<file path="src/rtl/arith_pkg.sv">
// Shared definitions for the arithmetic unit and its result buffer.
//   RES_W          : producer result width
//   res_rec_t      : buffered result record {err, data}
//   arith_sel_e    : operation select encodings
//   ERR_SENTINEL   : result value the producer emits on error
package arith_pkg;

    localparam int unsigned RES_W = 8;

    typedef struct packed {
        logic             err;
        logic [RES_W-1:0] data;
    } res_rec_t;

    typedef enum logic [1:0] {
        SEL_ADD = 2'd0,
        SEL_SUB = 2'd1,
        SEL_MUL = 2'd2,
        SEL_DIV = 2'd3
    } arith_sel_e;

    localparam logic [RES_W-1:0] ERR_SENTINEL = 8'hFF;

endpackage

</file>
<file path="src/rtl/arith_sync_fifo.sv">
// Generic show-ahead synchronous FIFO.
// Ports:
//   clk, rst      : clock, asynchronous active-high reset
//   clr           : synchronous clear of pointers and level
//   push, wdata   : write strobe and data (caller guarantees not full unless popping)
//   pop           : read strobe (caller guarantees not empty)
//   rdata         : head entry, zero when empty
//   level         : occupancy 0..DEPTH
//   full, empty   : derived from level
module arith_sync_fifo #(
    parameter int unsigned WIDTH = 9,
    parameter int unsigned DEPTH = 4
) (
    input  logic                       clk,
    input  logic                       rst,
    input  logic                       clr,
    input  logic                       push,
    input  logic [WIDTH-1:0]           wdata,
    input  logic                       pop,
    output logic [WIDTH-1:0]           rdata,
    output logic [$clog2(DEPTH):0]     level,
    output logic                       full,
    output logic                       empty
);

    localparam int unsigned PTR_W = $clog2(DEPTH);
    localparam int unsigned LVL_W = PTR_W + 1;

    logic [WIDTH-1:0] mem [DEPTH];
    logic [PTR_W-1:0] wr_ptr;
    logic [PTR_W-1:0] rd_ptr;
    logic [LVL_W-1:0] level_q;
    logic [LVL_W-1:0] level_d;

    // Occupancy bookkeeping: simultaneous push and pop leave the level unchanged.
    always_comb begin
        level_d = level_q;
        unique case ({push, pop})
            2'b10:   level_d = level_q + LVL_W'(1);
            2'b01:   level_d = level_q - LVL_W'(1);
            default: level_d = level_q;
        endcase
    end

    // Pointers wrap naturally because DEPTH is a power of two.
    always_ff @(posedge clk or posedge rst) begin
        if (rst) begin
            wr_ptr  <= '0;
            rd_ptr  <= '0;
            level_q <= '0;
        end else if (clr) begin
            wr_ptr  <= '0;
            rd_ptr  <= '0;
            level_q <= '0;
        end else begin
            if (push) wr_ptr <= wr_ptr + PTR_W'(1);
            if (pop)  rd_ptr <= rd_ptr + PTR_W'(1);
            level_q <= level_d;
        end
    end

    // Storage needs no reset; reads are masked while empty.
    always_ff @(posedge clk) begin
        if (push) mem[wr_ptr] <= wdata;
    end

    assign empty = (level_q == '0);
    assign full  = (level_q == LVL_W'(DEPTH));
    assign level = level_q;
    assign rdata = empty ? '0 : mem[rd_ptr];

endmodule

</file>
<file path="src/rtl/arith_result_buf.sv">
// Result buffer behind the arithmetic unit: captures each finished result into a
// show-ahead FIFO, hands entries to a consumer over valid/ready, and keeps a
// sticky overflow flag plus saturating result/error counters.
// Ports:
//   clk, rst                 : clock, asynchronous active-high reset
//   i_finish, i_out, i_err   : producer result strobe, data, error flag
//   i_clr                    : synchronous clear of FIFO, counters and overflow
//   o_valid, i_ready         : consumer handshake
//   o_data, o_err            : head entry (zero when empty)
//   o_level, o_full          : occupancy and full indication
//   o_overflow               : sticky, a result was dropped while full
//   o_res_cnt, o_err_cnt     : saturating counts of accepted results / errored results
module arith_result_buf #(
    parameter int unsigned DEPTH = 4,
    parameter int unsigned RES_W = arith_pkg::RES_W,
    parameter int unsigned CNT_W = 8
) (
    input  logic                   clk,
    input  logic                   rst,
    input  logic                   i_finish,
    input  logic [RES_W-1:0]       i_out,
    input  logic                   i_err,
    input  logic                   i_clr,
    output logic                   o_valid,
    input  logic                   i_ready,
    output logic [RES_W-1:0]       o_data,
    output logic                   o_err,
    output logic [$clog2(DEPTH):0] o_level,
    output logic                   o_full,
    output logic                   o_overflow,
    output logic [CNT_W-1:0]       o_res_cnt,
    output logic [CNT_W-1:0]       o_err_cnt
);

    import arith_pkg::*;

    localparam int unsigned REC_W   = RES_W + 1;
    localparam logic [CNT_W-1:0] CNT_MAX = {CNT_W{1'b1}};

    logic             fifo_full;
    logic             fifo_empty;
    logic [REC_W-1:0] head;
    logic             push_c;
    logic             pop_c;
    logic             drop_c;
    logic             overflow_q;
    logic [CNT_W-1:0] res_cnt_q;
    logic [CNT_W-1:0] err_cnt_q;

    // Handshake qualification; clear overrides any traffic in its cycle.
    always_comb begin
        pop_c  = 1'b0;
        push_c = 1'b0;
        drop_c = 1'b0;
        if (!i_clr) begin
            pop_c  = !fifo_empty && i_ready;
            push_c = i_finish && (!fifo_full || pop_c);
            drop_c = i_finish && fifo_full && !pop_c;
        end
    end

    arith_sync_fifo #(
        .WIDTH (REC_W),
        .DEPTH (DEPTH)
    ) u_fifo (
        .clk   (clk),
        .rst   (rst),
        .clr   (i_clr),
        .push  (push_c),
        .wdata ({i_err, i_out}),
        .pop   (pop_c),
        .rdata (head),
        .level (o_level),
        .full  (fifo_full),
        .empty (fifo_empty)
    );

    // Sticky overflow and saturating counters; dropped results are not counted.
    always_ff @(posedge clk or posedge rst) begin
        if (rst) begin
            overflow_q <= 1'b0;
            res_cnt_q  <= '0;
            err_cnt_q  <= '0;
        end else if (i_clr) begin
            overflow_q <= 1'b0;
            res_cnt_q  <= '0;
            err_cnt_q  <= '0;
        end else begin
            if (drop_c) overflow_q <= 1'b1;
            if (push_c && (res_cnt_q != CNT_MAX)) res_cnt_q <= res_cnt_q + CNT_W'(1);
            if (push_c && i_err && (err_cnt_q != CNT_MAX)) err_cnt_q <= err_cnt_q + CNT_W'(1);
        end
    end

    assign o_valid    = !fifo_empty;
    assign o_full     = fifo_full;
    assign o_data     = head[RES_W-1:0];
    assign o_err      = head[RES_W];
    assign o_overflow = overflow_q;
    assign o_res_cnt  = res_cnt_q;
    assign o_err_cnt  = err_cnt_q;

endmodule
</file>
<file path="config.mk">
export PLATFORM = sky130hd
export DESIGN_NAME = arith_result_buf
export DESIGN_NICKNAME = d
export VERILOG_FILES = /design/src/rtl/arith_pkg.sv /design/src/rtl/arith_sync_fifo.sv /design/src/rtl/arith_result_buf.sv
export SDC_FILE = /design/constraint.sdc
export NUM_CORES = 1
export LEC_CHECK = 0
export ABC_AREA = 1
export CORE_UTILIZATION = 40
export CTS_BUF_LIST = sky130_fd_sc_hd__clkbuf_16
export CTS_CLUSTER_DIAMETER = 60
export DETAILED_ROUTE_END_ITERATION = 8
export PLACE_DENSITY = 0.68
export SLEW_MARGIN = 20
export SYNTH_ARGS = -nofsm -noshare
export SYNTH_HDL_FRONTEND = slang
export SYNTH_SLANG_ARGS = --single-unit
</file>
<file path="constraint.sdc">
create_clock -name clk -period 1.9 [get_ports clk]
set_input_delay 0.285 -clock clk [delete_from_list [all_inputs] [get_ports clk]]
set_output_delay 0.285 -clock clk [all_outputs]
set_load 0.01 [all_outputs]
</file>
==> results of run 1 <==
## cell type report
class                   instances  area [µm²]
well taps                      99         124
inverters                      30         126
fillers                       650        3240
clock buffers                   9         225
clock inverters                 7        83.8
repair buffers                 75         628
multi-input cells             207        1190
flip-flops and latches         60        1680
## registers in the layout (all words and copies together), names as in the netlist
name	flops
o_err_cnt	8
u_fifo.mem	36
u_fifo.level	3
o_res_cnt	8
o_overflow	1
u_fifo.rd_ptr	2
u_fifo.wr_ptr	2
## repair_timing
item | 4_1_cts | 5_1_grt
resized for setup | 12 | 19
pin swaps | 0 | 1
setup endpoints to repair | 10 | 10
setup buffers | 0 | 4
## kinds of logic (layout without fill, tap and decap cells)
group	Yosys count	after routing	synth area share (%)
XOR/XNOR	8	8	2.31
flip-flops	60	60	55.4
AND/OR/NAND/NOR	154	154	26.7
AO/OA/AOI/OAI	38	38	6.97
buffers and inverters	38	121	5.52
adder cells (fa/ha/maj)	7	7	3.13
## power groups by stage
stage | logic [µW] | registers, µW | clock network [µW]
after floorplan | 385 | 1510 | 0
after CTS | 796 | 1480 | 1690
after global routing | 865 | 1490 | 1750
after detailed placement | 835 | 1500 | 0
final | 781 | 1480 | 1650
after global placement | 815 | 1500 | 0
## critical path: cells and delay by family, from the launching register on
family | cells | cell delay [ns]
buffers and inverters | 2 | 0.61
flip-flops | 1 | 0.41
AND/OR/NAND/NOR | 2 | 0.23
## cell usage after synthesis, drive strengths merged (2+ instances only)
| library cell | number | area, µm² |
|---|---|---|
| a21oi | 13 | 76.3 |
| buf | 7 | 41.3 |
| dfrtp | 24 | 601 |
| edfxtp | 36 | 1080 |
| ha | 6 | 75.1 |
| inv | 29 | 119 |
| nand2 | 56 | 275 |
| nand3 | 35 | 238 |
| nand3b | 2 | 15.0 |
| nand4 | 3 | 25.0 |
| nor2 | 56 | 244 |
| o21ai | 24 | 128 |
| xnor2 | 3 | 26.3 |
| xor2 | 5 | 43.8 |
## layer usage
metal  global-route usage (%)  up-vias  share of wire, %
met2                     31.5       50                50
met5                        0        -                 0
li1                         -     1176                 -
met1                     21.7     1127                45
met3                     3.23        6               3.7
met4                     6.64        0              0.87
## through the flow
stage | area (µm²) | total power (µW) | hold WS, ns | util [%]
after floorplan | 3040 | 1900 | 0.300 | -
after global placement | 3760 | 2320 | 0.512 | 51.5
after detailed placement | 3760 | 2340 | 0.513 | 51.5
after CTS | 4060 | 3970 | 0.347 | 55.7
after global routing | 4060 | 4100 | 0.389 | 55.6
final | 4060 | 3920 | 0.331 | 55.6
## how the worst min path moves through the flow
stage,depth (start not counted),to,slack [ns],start
after floorplan,1,o_err_cnt[0]$_DFFE_PP0P_,0.30,rst
after global placement,2,o_overflow$_DFFE_PP0P_,0.51,o_overflow$_DFFE_PP0P_
after detailed placement,2,o_overflow$_DFFE_PP0P_,0.51,o_overflow$_DFFE_PP0P_
after CTS,3,o_overflow$_DFFE_PP0P_,0.35,rst
after global routing,3,u_fifo.wr_ptr[0]$_DFFE_PP0P_,0.39,rst
final,3,o_err_cnt[0]$_DFFE_PP0P_,0.33,rst
==> impl_metrics.ini, run 1 <==
[logic_synthesis]
netlist_instances = 305
synth-main-ff-cell = edfxtp_1
syn_nets = 326
seq_area_frac_synth_pct = 55.4
synth.avg_cell_area_um2 = 9.95
yosys.cell_types.count = 36
synth-seq-cells = 60
yosysWarningCount = 0
synth_edf_count = 36
syn_area_um2 = 3040
async_flop_share_pct = 40.0

[power]
internal-power_uw = 2920
seqPwrFrac_pct = 37.8
switching_share_pct = 25.5
p_switching_uw = 999
p_per_area_nw_per_um2 = 965
ir_drop_v = 0.000598
leakage_uw = 0.00176
clkPwrFrac_pct = 42.2
combPwrFrac_pct = 19.9

[placement]
place_congestion = 0.840
dp_hpwl_um = 4480
dpl.cell_count = 467
post-place-ws_ns = -0.168
io_buffers = 44

[drt]
via_per_inst = 4.84
wire_per_inst_um = 13.2
drcViolationCount = 0
firstDrtPassIters = 4
first_iter_violations = 85
routed_wl_um = 6430
vias = 2359
drtAntennaViolNets = 0

[setup_path]
cp.arrival_ns = 1.55
endpoint_kind = output pin
crit_fanout = 3
timing.rr.end = u_fifo.level[2]$_DFFE_PP0P_
cp_slowest_cell = clkdlybuf4s50_1
endpoint = o_valid
crit_path_max_incr_delay_ns = 0.47
rr_startpoint = u_fifo.level[1]$_DFFE_PP0P_
critPathRequiredTime_ns = 1.62
criticalPathCategory = reg2out
startpoint = u_fifo.level[1]$_DFFE_PP0P_
cp_cell_sequence = nor2_4 -> nand2_4 -> buf_4 -> clkdlybuf4s50_1
rrSetupSlack_ns = 0.10
critPathLaunchType = register
reg2reg_depth = 13

[finish]
layout_common_cells = nor2_1 (52), nand2_1 (49), edfxtp_1 (36)
nNetsFinal = 404
area_growth_pct = 33.6
diodes = 0
final_cells = 487
drive_above_1_share_pct = 22.4
final_common_cell = nor2_1

[sta]
fin_crit_sh_pct = 96.6
setup_tns_ns = 0
finalHoldViolCount = 0
skew_ns = 0.00615
timing.final.crit_period_ns = 1.83
max_clock_freq_ghz = 0.545
finalWorstSetupSlack_ns = 0.0653
setup_viol = 0
tightest_slew_ns = 0.336
max_slew_margin_pct = 77.6
maxSlewViolCount = 0

[clock_network]
root_buffer = clkbuf_16
clock_latency_ns = 0.31
cts.sinks = 60
clockBufferDepth = 2
htreeDepth = 3
path_clk_slew_ns = 0.05
cts_tree = built
ctsHoldBuffers = 0
numCtsBuffers = 9

[global_routing]
grt_pass1_wl_um = 10600
track_usage_pct = 17.8
overflow = 0
antenna_found_initial = 0
grt_max_degree = 25
grt_pass1_vias = 2344

[die]
initial_core_util_pct = 41.6
core_area_um2 = 7290
die_y_um = 89.1
die_area_um2 = 7940
ios = 45
rows = 31
die_w_um = 89.1

[min_path]
min_path_type = in2async

[flow_run]
cap_violations = 0

[status]
status = complete, no violations
Note: power is estimated with default switching activity, not from simulation.
==> inputs of run 2 (changes only) <==
Settings changed: PLACE_DENSITY 0.68 to default.
==> run 2 against run 1 <==
  * Non-clock buffer count is 3 higher
  * Clock-buffer cell count stayed put
  * Final area is 0.12% higher
  * Critical path type unchanged
  * Largest power group is now registers
==> impl_metrics.ini, run 2 (synthesis results as in run 1) <==
[clock_network]
clock_latency_ns = 0.32
cts.sinks = 60
cts_tree = built
ctsHoldBuffers = 0
numCtsBuffers = 9
clockBufferDepth = 2
path_clk_slew_ns = 0.05
htreeDepth = 3
root_buffer = clkbuf_16

[setup_path]
rrSetupSlack_ns = 0.13
crit_fanout = 3
cp.arrival_ns = 1.56
timing.rr.end = u_fifo.level[2]$_DFFE_PP0P_
criticalPathCategory = reg2out
critPathRequiredTime_ns = 1.62
endpoint_kind = output pin
startpoint = u_fifo.rd_ptr[1]$_DFFE_PP0P_
endpoint = o_data[2]
reg2reg_depth = 13
rr_startpoint = u_fifo.level[1]$_DFFE_PP0P_
critPathLaunchType = register

[power]
ir_drop_v = 0.000434
leakage_uw = 0.00179
p_per_area_nw_per_um2 = 910

[die]
rows = 31
die_y_um = 89.1
die_w_um = 89.1
ios = 45
initial_core_util_pct = 41.6
die_area_um2 = 7940
core_area_um2 = 7290

[drt]
first_iter_violations = 69
routed_wl_um = 6250
firstDrtPassIters = 4
drtAntennaViolNets = 0
wire_per_inst_um = 12.7
via_per_inst = 4.80
vias = 2352
drcViolationCount = 0

[status]
status = complete, no violations

[finish]
ff_latch_area_um2 = 1680
largest_register = u_fifo.mem
diodes = 0
fin_area_um2 = 4060
nNetsFinal = 407
largest_reg_flops = 36
multi_input_area_um2 = 1190
fillers = 672
drive_above_1_share_pct = 22.3
final_common_cell = nor2_1
layout_common_cells = nor2_1 (52), nand2_1 (49), edfxtp_1 (36)
finalCoreUtilization_pct = 55.7
area_growth_pct = 33.8

[sta]
max_clock_freq_ghz = 0.541
tightest_slew_ns = 0.319
max_slew_margin_pct = 78.7
skew_ns = 0.00472
setup_viol = 0
timing.final.crit_period_ns = 1.85
finalWorstSetupSlack_ns = 0.0513
finalHoldViolCount = 0
fin_crit_sh_pct = 97.3
maxSlewViolCount = 0
rsz0062_at_grt = yes

[min_path]
min_path_type = in2async

[global_routing]
grt_pass1_vias = 2203
antenna_found_initial = 0
grt_max_degree = 25
grt_pass1_wl_um = 10100
track_usage_pct = 17.0
overflow = 0

[placement]
place_congestion = 0.834
post-place-ws_ns = -0.152
dp_hpwl_um = 4330
io_buffers = 44
placed_area_um2 = 3770

[flow_run]
cap_violations = 0
run 2: through the flow:
step / setup TNS [ns] / hold slack (ns) / std cells / power [µW]
after floorplan: 0 / 0.300 / 305 / 1900
after global placement: -0.105 / 0.509 / 469 / 2330
after detailed placement: -0.152 / 0.519 / 469 / 2340
after CTS: -0.906 / 0.342 / 485 / 3750
after global routing: -0.132 / 0.368 / 490 / 3880
final: 0 / 0.322 / 490 / 3700
run 2: per-layer routing:
| metal | GRT usage (%) | vias to the layer above | routed length [µm] |
|---|---|---|---|
| met5 | 0 | - | 0 |
| met4 | 6.49 | 0 | 96 |
| met3 | 3.14 | 10 | 250 |
| met2 | 28.7 | 45 | 3050 |
| met1 | 21.7 | 1118 | 2840 |
| li1 | - | 1179 | - |
run 2: cell type report:
cell class                      instances  area share (%)
Sequential cell                        60            41.4
Tap cell                               99            3.05
Multi-Input combinational cell        207            29.2
Timing Repair Buffer                   78            16.6
Clock inverter                          7            1.08
Clock buffer                            9            5.55
Inverter                               30            3.11
run 2: worst min-delay path by stage:
stage	from	to	depth (start not counted)
finish	rst	o_err_cnt[5]$_DFFE_PP0P_	3
global route	rst	o_err_cnt[0]$_DFFE_PP0P_	3
CTS	rst	o_err_cnt[2]$_DFFE_PP0P_	3
detailed placement	o_overflow$_DFFE_PP0P_	o_overflow$_DFFE_PP0P_	2
global placement	o_overflow$_DFFE_PP0P_	o_overflow$_DFFE_PP0P_	2
floorplan	rst	o_err_cnt[0]$_DFFE_PP0P_	1
run 2: worst max-delay path, stage by stage (launching register included):
cell,delay (ns)
dfrtp_1,0.38
clkinvlp_4,0.10
buf_4,0.15
buf_4,0.14
nor2_1,0.09
o21ai_0,0.09
a21oi_1,0.13
dlymetal6s2s_1,0.17
run 2: timing repair:
item | CTS | global route
buffers inserted | 0 | 5
endpoints found under the setup margin | 10 | 9
pin swaps | 0 | 1
endpoints found under the hold margin | 0 | 0
gates resized for setup | 5 | 16
run 2: where the power goes:
part           total (µW)  leakage, µW  switching, µW  internal (µW)
combinational         795      0.00102            431            364
clock                1430     0.000121            558            870
sequential           1470     0.000657           33.7           1440
total                3700      0.00179           1020           2670
